===== src/rtl/funct_generator_pipe.sv =====
// Pipelined signed MUL/ADD/SUB/MAC generator with valid/ready handshake.
// LAT register stages (the last one drives the outputs); a stall freezes the whole pipe.
module funct_generator_pipe #(
    parameter int unsigned DATA_WIDTH = 8,
    parameter int unsigned LAT        = 2,
    parameter int unsigned SAT        = 0
) (
    input  logic                      clk,
    input  logic                      rst,
    input  logic                      valid_i,
    output logic                      ready_o,
    input  logic [1:0]                op_i,
    input  logic [DATA_WIDTH-1:0]     a_i,
    input  logic [DATA_WIDTH-1:0]     b_i,
    input  logic                      clr_acc_i,
    output logic [2*DATA_WIDTH-1:0]   data_o,
    output logic                      valid_o,
    input  logic                      ready_i,
    output logic                      ovf_o
);

    localparam int unsigned RW = 2 * DATA_WIDTH;

    localparam logic [1:0] OP_MUL = 2'b00;
    localparam logic [1:0] OP_ADD = 2'b01;
    localparam logic [1:0] OP_SUB = 2'b10;
    localparam logic [1:0] OP_MAC = 2'b11;

    localparam logic [RW-1:0] SAT_MAX = {1'b0, {(RW-1){1'b1}}};
    localparam logic [RW-1:0] SAT_MIN = {1'b1, {(RW-1){1'b0}}};

    logic                 stall;
    logic                 accept;
    logic                 is_mac;
    logic                 mac_ovf;
    logic signed [RW-1:0] a_ext;
    logic signed [RW-1:0] b_ext;
    logic signed [RW-1:0] prod;
    logic signed [RW-1:0] acc;
    logic signed [RW-1:0] acc_base;
    logic signed [RW-1:0] mac_res;
    logic signed [RW-1:0] result;
    logic signed [RW:0]   mac_wide;

    logic [LAT-1:0]         stage_valid;
    logic [LAT-1:0][RW-1:0] stage_data;
    logic [LAT-1:0]         valid_next;
    logic [LAT-1:0][RW-1:0] data_next;

    assign stall   = valid_o & ~ready_i;
    assign ready_o = ~stall;
    assign accept  = valid_i & ready_o;
    assign is_mac  = (op_i == OP_MAC);

    // Operation datapath, evaluated in the acceptance cycle.
    always_comb begin
        a_ext    = RW'($signed(a_i));
        b_ext    = RW'($signed(b_i));
        prod     = a_ext * b_ext;
        acc_base = clr_acc_i ? '0 : acc;
        mac_wide = (RW+1)'(acc_base) + (RW+1)'(prod);
        mac_ovf  = mac_wide[RW] ^ mac_wide[RW-1];
        mac_res  = mac_wide[RW-1:0];
        if ((SAT != 0) && mac_ovf) begin
            mac_res = mac_wide[RW] ? SAT_MIN : SAT_MAX;
        end
        case (op_i)
            OP_MUL:  result = prod;
            OP_ADD:  result = a_ext + b_ext;
            OP_SUB:  result = a_ext - b_ext;
            default: result = mac_res;
        endcase
    end

    // Stage inputs; data only moves with a valid beat so the output holds between results.
    for (genvar g = 0; g < int'(LAT); g++) begin : g_stage
        if (g == 0) begin : g_head
            assign valid_next[g] = accept;
            assign data_next[g]  = accept ? result : stage_data[g];
        end else begin : g_body
            assign valid_next[g] = stage_valid[g-1];
            assign data_next[g]  = stage_valid[g-1] ? stage_data[g-1] : stage_data[g];
        end
    end

    always_ff @(posedge clk or posedge rst) begin
        if (rst) begin
            stage_valid <= '0;
            stage_data  <= '0;
        end else if (!stall) begin
            stage_valid <= valid_next;
            stage_data  <= data_next;
        end
    end

    assign valid_o = stage_valid[LAT-1];
    assign data_o  = stage_data[LAT-1];

    // Accumulator: clear applies even while stalled; non-MAC beats leave it alone.
    always_ff @(posedge clk or posedge rst) begin
        if (rst) begin
            acc <= '0;
        end else if (accept && is_mac) begin
            acc <= mac_res;
        end else if (clr_acc_i) begin
            acc <= '0;
        end
    end

    always_ff @(posedge clk or posedge rst) begin
        if (rst) begin
            ovf_o <= 1'b0;
        end else if (clr_acc_i) begin
            ovf_o <= 1'b0;
        end else if ((SAT != 0) && accept && is_mac && mac_ovf) begin
            ovf_o <= 1'b1;
        end
    end

endmodule

===== config.mk =====
export PLATFORM = sky130hd
export DESIGN_NAME = funct_generator_pipe
export DESIGN_NICKNAME = d
export VERILOG_FILES = /design/src/rtl/funct_generator_pipe.sv
export SDC_FILE = /design/constraint.sdc
export NUM_CORES = 1
export LEC_CHECK = 0
export ABC_AREA = 1
export CAP_MARGIN = 15
export CORE_MARGIN = 10
export CORE_UTILIZATION = 60
export DETAILED_ROUTE_END_ITERATION = 8
export PLACE_DENSITY = 0.82
export SETUP_SLACK_MARGIN = 0.2
export SYNTH_ARGS = -nofsm -noshare
export SYNTH_HDL_FRONTEND = slang
export SYNTH_SLANG_ARGS = --single-unit

===== constraint.sdc =====
create_clock -name clk -period 5.1 [get_ports clk]
set_input_delay 0.765 -clock clk [delete_from_list [all_inputs] [get_ports clk]]
set_output_delay 0.765 -clock clk [all_outputs]
set_load 0.1 [all_outputs]

==> qor.txt, run 1 <==
outcome: complete, but fails checks
failing checks: negative setup slack
synth top area cells: dfrtp_1 (19%), fa_1 (18%), nand2_1 (16%), ha_1 (12%), inv_1 (11%)
Hold-fix buffers, CTS: 0
Worst Reg-to-Reg Cells: 15
Total GRT Usage: 21.8%
final cell count without fillers: 1,208
Synth area leader: dfrtp_1
RR Endpoint: stage_data[6]$_DFFE_PP0P_
IO buf count: 40
r2r startpoint: acc[0]$_DFF_PP0_
Setup CP Type: input port to register
dpl cells: 1,167
total power: 6.03 mW
H-tree levels: 2
clock skew: 0.00466 ns
layout cells sized above 1: 28.3%
Post-synth EDFFs: 0
Pwr per Cell Area: 701 nW/µm²
CTS root buf: clkbuf_8
ys async rst share: 100%
gpl congestion: 0.913
fillcell total: 727
clock slew at reported path FFs: 0.09 ns
Worst Hold Endpoint: stage_valid[1]$_DFFE_PP0N_
Longest Clk Path Bufs: 2
nets: 1,209
Die ar.: 15,500 µm²
DR pass1 iterations: 6
Avg Inst Size Synth: 7.02 µm²
worst reg2reg setup slack: 2.59 ns
via/cell ratio: 5.44
VDD IR max: 0.710 mV
initial antenna violation count: 0
hpwl dp: 13,300 µm
clock sinks: 50
Netlist Area Pre-Place: 6550 µm²
Layout area overhead: 31.2%
vias: 6,576
Post-Route WL: 19,000 µm
max cap viols: 0
I/O pin cnt: 42
Post-Syn Nets: 1,075
worst hold path class: register to register
Worst Tran Pin Value: 1.02 ns
Hold Startpoint: stage_valid[0]$_DFFE_PP0N_
Hold Crit Depth: 2
yosys synthesis warning count: 0
fin. max-slew vios: 0
Arr. time, crit path: 5.54 ns
Final Hold Vio Count: 0
# setup viols final: 14
Final ANT Viol Nets: 0
Syn Inst Count: 933
leakage dissipation: 4.79 nW
core area: 10,700 µm²
# DRC: 0
largest net degree at the start of global routing: 51
Detailed Route Iter0 Violations: 562
die height: 125 µm
die width: 125 µm
CP endpoint kind: register
fin worst setup slack: -0.214 ns
vias in the first global route: 6,457
FP Rows: 38
cell with the most instances after synthesis: nand2_1
area share of the largest cell type after synthesis: 19.1%
Worst setup SP type: input port
fin crit period: 5.31 ns
top cells by count, synth: nand2_1 (276), inv_1 (200), nand3_1 (63), ha_1 (61), fa_1 (58)
Num CTS Buffers: 5
first-pass GRT wire length: 29,500 µm
sequential area share after synthesis: 19.1%
n_diodes: 0
clock tree from TritonCTS: done
Initial Util: 61.0%
Worst slew margin: 32.1%
WP data required: 5.32 ns
Synth cell types: 41
crit share post-route: 104%
#FFs+latches synth: 50
max frequency: 0.188 GHz
Wirelength per Cell: 15.7 µm
grt total ovfl: 0
CP max FO: 8
ys flop type: dfrtp_1
unrepaired setup endpoints after global routing: true
Worst-Skew Late Latency: 0.31 ns
final cells by class:
class	instances	area, µm²	share of cell area [%]
sequential	50	1250	14.6
multi-input combinational	641	4950	57.7
inverter	209	800	9.30
clock inverter	2	37.5	0.437
timing repair buffer	160	1300	15.2
tap	140	175	2.04
clock buffer	6	72.6	0.844
metrics by stage:
step / hold slack (ns) / area [µm²] / setup TNS (ns) / setup slack (ns) / util [%]
after floorplan: 0.445 / 6730 / -0.351 / -0.0891 / -
after global placement: 0.453 / 7730 / -13.45 / -0.949 / 72.0
after detailed placement: 0.461 / 7730 / -14.51 / -0.967 / 72.0
after CTS: 0.482 / 8120 / -0.541 / -0.0990 / 75.6
after global routing: 0.501 / 8590 / -3.58 / -0.315 / 80.0
final: 0.484 / 8590 / -1.90 / -0.214 / 80.0
metal layers:
metal  part of all wire (%)  GRT usage, %  vias up
li1                       -             -     3084
met1                     40          27.3     3175
met2                     51          39.2      254
met3                    5.4          3.28       63
met4                    3.1          3.56        0
met5                      0             0        -
kinds of logic (layout without fill, tap and decap cells):
logic type,after synthesis,in the layout,share of synthesized area [%]
buffers and inverters,242,377,15.0
AO/OA/AOI/OAI,94,94,8.31
XOR/XNOR,9,9,1.20
multiplexers,6,6,1.03
AND/OR/NAND/NOR,412,412,25.9
other,1,1,0.0572
flip-flops,50,50,19.1
adder cells (fa/ha/maj),119,119,29.4
cell usage in the layout (no fill, tap or decap), drive strengths merged, types with 2 or more instances in the layout:
| cell | count |
|---|---|
| nand2 | 280 |
| inv | 209 |
| buf | 132 |
| nand3 | 66 |
| ha | 61 |
| fa | 58 |
| nor2 | 53 |
| dfrtp | 50 |
| a21oi | 38 |
| o21ai | 34 |
| clkdlybuf4s50 | 24 |
| clkbuf | 9 |
| xor2 | 8 |
| mux2 | 6 |
| o21bai | 5 |
| o211ai | 4 |
| or2 | 4 |
| a21boi | 4 |
| nand4 | 3 |
| a21o | 3 |
| and2 | 3 |
| o221ai | 2 |
| nor3 | 2 |
| a31oi | 2 |
what timing repair did:
item / 4_1_cts / 5_1_grt
endpoints found under the setup margin: 20 / 20
resized for setup: 121 / 106
pin swaps: 40 / 65
gates cloned: 0 / 0
setup buffers: 19 / 13
worst max path at each step:
stage	start	to
2_1_floorplan	b_i[1]	stage_data[13]$_DFFE_PP0P_
3_3_place_gp	a_i[6]	stage_data[13]$_DFFE_PP0P_
3_5_place_dp	a_i[6]	acc[15]$_DFF_PP0_
4_1_cts	b_i[4]	stage_data[13]$_DFFE_PP0P_
5_1_grt	a_i[6]	stage_data[10]$_DFFE_PP0P_
6_report	a_i[6]	stage_data[12]$_DFFE_PP0P_
critical path, stage by stage:
cell and delay (ns):
buf_4 0.15, nand2_1 0.09, inv_1 0.07, fa_1 0.51, inv_1 0.05, fa_1 0.48, inv_1 0.06, fa_1 0.55
inv_2 0.04, fa_1 0.49, inv_2 0.05, ha_4 0.24, a21oi_4 0.17, o21ai_2 0.08, a21o_1 0.18, or2_1 0.24
and2_4 0.16, ha_4 0.29, buf_4 0.13, nand2_4 0.06, nor2_4 0.12, nand3_1 0.07, nand3_1 0.11, xor2_1 0.17
nand2_1 0.10, o211ai_1 0.11
report_power, final:
group          total (mW)  switching, mW  internal, mW
Sequential          0.594         0.0572         0.537
Combinational        5.15           2.93          2.22
Clock               0.281          0.134         0.146
Total                6.03           3.12          2.91
flip-flops by register name, indices dropped and copies added (netlist names):
register     flops
stage_valid      2
acc             16
stage_data      16
data_o          16
Note: power is estimated with default switching activity, not from simulation.
==> inputs of run 2 (changes only) <==
--- a/config.mk
+++ b/config.mk
@@ -12,6 +12,7 @@
 export DETAILED_ROUTE_END_ITERATION = 8
 export PLACE_DENSITY = 0.82
 export SETUP_SLACK_MARGIN = 0.2
+export SLEW_MARGIN = 20
 export SYNTH_ARGS = -nofsm -noshare
 export SYNTH_HDL_FRONTEND = slang
 export SYNTH_SLANG_ARGS = --single-unit
==> constraint.sdc (replaced) <==
create_clock -name clk -period 5.95 [get_ports clk]
set_input_delay 0.8925 -clock clk [delete_from_list [all_inputs] [get_ports clk]]
set_output_delay 0.8925 -clock clk [all_outputs]
set_load 0.1 [all_outputs]
==> run 2 against run 1 <==
The run now ends clean. Die area stayed put. Cell count fell by 2.3%. Register-to-register slack better by 1.1 ns. Power fell by 24%. Combinational power down 25%. Critical path type unchanged. Highest routed layer unchanged. Global-route usage is 1.3 points lower. Via count is 7.2% lower. Sequential power shrank 15%. Hold slack better by 0.0082 ns. Utilization decreased by 4.6 points. Critical endpoint is now acc[15]$_DFF_PP0_.
==> qor.txt, run 2 (same netlist as run 1, synthesis figures left out) <==
GR peak layer: met2
vias in the first global route: 6,193
Post-Route WL: 16,600 µm
Die ar.: 15,500 µm²
# DRC: 0
Worst Reg-to-Reg Cells: 14
Reg power frac: 11.1%
clock slew at reported path FFs: 0.10 ns
worst reg2reg setup slack: 3.64 ns
r2r startpoint: acc[0]$_DFF_PP0_
Longest Clk Path Bufs: 2
VDD IR max: 0.437 mV
max cap viols: 0
Setup CP Type: input port to register
Final ANT Viol Nets: 0
CP endpoint kind: register
commonest cells after routing, fill and taps aside: nand2_1 (268), inv_1 (192), buf_4 (88), nand3_1 (57), fa_1 (57)
clock sinks: 50
I/O pin cnt: 42
RR Endpoint: stage_data[6]$_DFFE_PP0P_
gpl congestion: 0.915
Switching Power: 2.37 mW
nets: 1,181
Arr. time, crit path: 5.76 ns
layout cells sized above 1: 19.0%
Total GRT Usage: 20.5%
Placed Instance Area: 7580 µm²
CP max FO: 5
Finished Cell Area: 8110 µm²
Pwr per Cell Area: 561 nW/µm²
Num CTS Buffers: 5
Worst-Skew Late Latency: 0.31 ns
Detailed Route Iter0 Violations: 446
Clock power frac: 4.3%
Hold-fix buffers, CTS: 0
worst hold path class: register to register
final cell count without fillers: 1,180
most common cell after layout, fill and taps aside: nand2_1
Wirelength per Cell: 14.0 µm
via/cell ratio: 5.17
unrepaired setup endpoints after global routing: false
vias: 6,105
Final Hold Vio Count: 0
dpl cells: 1,167
core area: 10,700 µm²
largest net degree at the start of global routing: 51
initial antenna violation count: 0
hpwl dp: 13,000 µm
met2 Use GR: 35.5%
fin. max-slew vios: 0
Internal: 2.18 mW
clock skew: 0.0109 ns
FP Rows: 38
die height: 125 µm
Worst Tran Pin Value: 0.990 ns
DR pass1 iterations: 5
crit share post-route: 93.5%
H-tree levels: 2
IO buf count: 40
CTS root buf: clkbuf_8
max frequency: 0.180 GHz
Worst slew margin: 33.9%
Critical Path End: acc[15]$_DFF_PP0_
n_diodes: 0
Layout area overhead: 23.7%
die width: 125 µm
# setup viols final: 0
outcome: finished, final reports clean
fin crit period: 5.56 ns
Setup TNS Final: 0 ns
routing usage on met3: 2.60%
first-pass GRT wire length: 27,800 µm
clock tree from TritonCTS: done
Worst setup SP type: input port
leakage dissipation: 4.65 nW
grt total ovfl: 0
Initial Util: 61.0%
CP startpoint: b_i[5]
WP data required: 6.15 ns
met1 usage: 26.2%
combinational power share: 84.5%
Final Core Density: 75.4%
switch share: 52.1%
## run 2: worst min-delay path by stage
stage                                     startpoint                    endpoint  slack, ns  cells past startpoint
final                          data_o[7]$_DFFE_PP0P_       data_o[7]$_DFFE_PP0P_       0.49                      2
after global routing          data_o[12]$_DFFE_PP0P_      data_o[12]$_DFFE_PP0P_       0.53                      2
after floorplan           stage_valid[0]$_DFFE_PP0N_  stage_valid[1]$_DFFE_PP0N_       0.45                      2
after detailed placement  stage_valid[0]$_DFFE_PP0N_  stage_valid[1]$_DFFE_PP0N_       0.47                      2
after global placement    stage_valid[0]$_DFFE_PP0N_  stage_valid[1]$_DFFE_PP0N_       0.45                      2
after CTS                 stage_valid[0]$_DFFE_PP0N_  stage_valid[1]$_DFFE_PP0N_       0.49                      2
## run 2: metrics by stage
stage	power [mW]	setup WS (ns)	hold WS, ns
floorplan	2.54	0.202	0.445
global placement	3.47	-0.288	0.454
detailed placement	3.53	-0.450	0.470
CTS	3.93	0.209	0.495
global route	4.93	0.175	0.531
finish	4.55	0.388	0.492
## run 2: final cells by class
type,count,area [µm²]
clock buffers,5,68.8
clock inverters,3,21.3
fillers,792,2640
inverters,209,790
multi-input cells,641,4700
flip-flops and latches,50,1250
well taps,140,175
repair buffers,132,1100
## run 2: metal layers
| metal | routed length, µm | vias up |
|---|---|---|
| met1 | 7240 | 2876 |
| li1 | - | 3030 |
| met4 | 481 | 0 |
| met5 | 0 | - |
| met3 | 655 | 41 |
| met2 | 8190 | 158 |
## run 2: timing repair
item | 4_1_cts | 5_1_grt
setup endpoints to repair | 13 | 17
resized for setup | 32 | 74
pin swaps | 8 | 28
buffers inserted | 1 | 4
## run 2: power groups by stage
stage	Clock [mW]	Sequential (mW)	Combinational, mW
after global routing	0.212	0.521	4.20
after floorplan	0	0.508	2.03
after CTS	0.200	0.508	3.22
final	0.198	0.506	3.84
after detailed placement	0	0.515	3.01
after global placement	0	0.509	2.96
## run 2: worst max-delay path, stage by stage
cell           delay, ns
dlygate4sd2_1       0.28
buf_4               0.17
ha_2                0.20
fa_1                0.55
fa_1                0.42
fa_1                0.50
inv_1               0.05
fa_1                0.47
inv_1               0.04
ha_1                0.30
nand2_1             0.09
inv_1               0.06
nand2_1             0.06
nand2_1             0.06
o21bai_4            0.18
a21oi_2             0.16
nand2_1             0.10
and2_4              0.17
ha_4                0.29
inv_2               0.07
o31ai_4             0.30
a21oi_4             0.05
inv_1               0.06
nand3_1             0.08
nand3_2             0.07
nand2_1             0.05
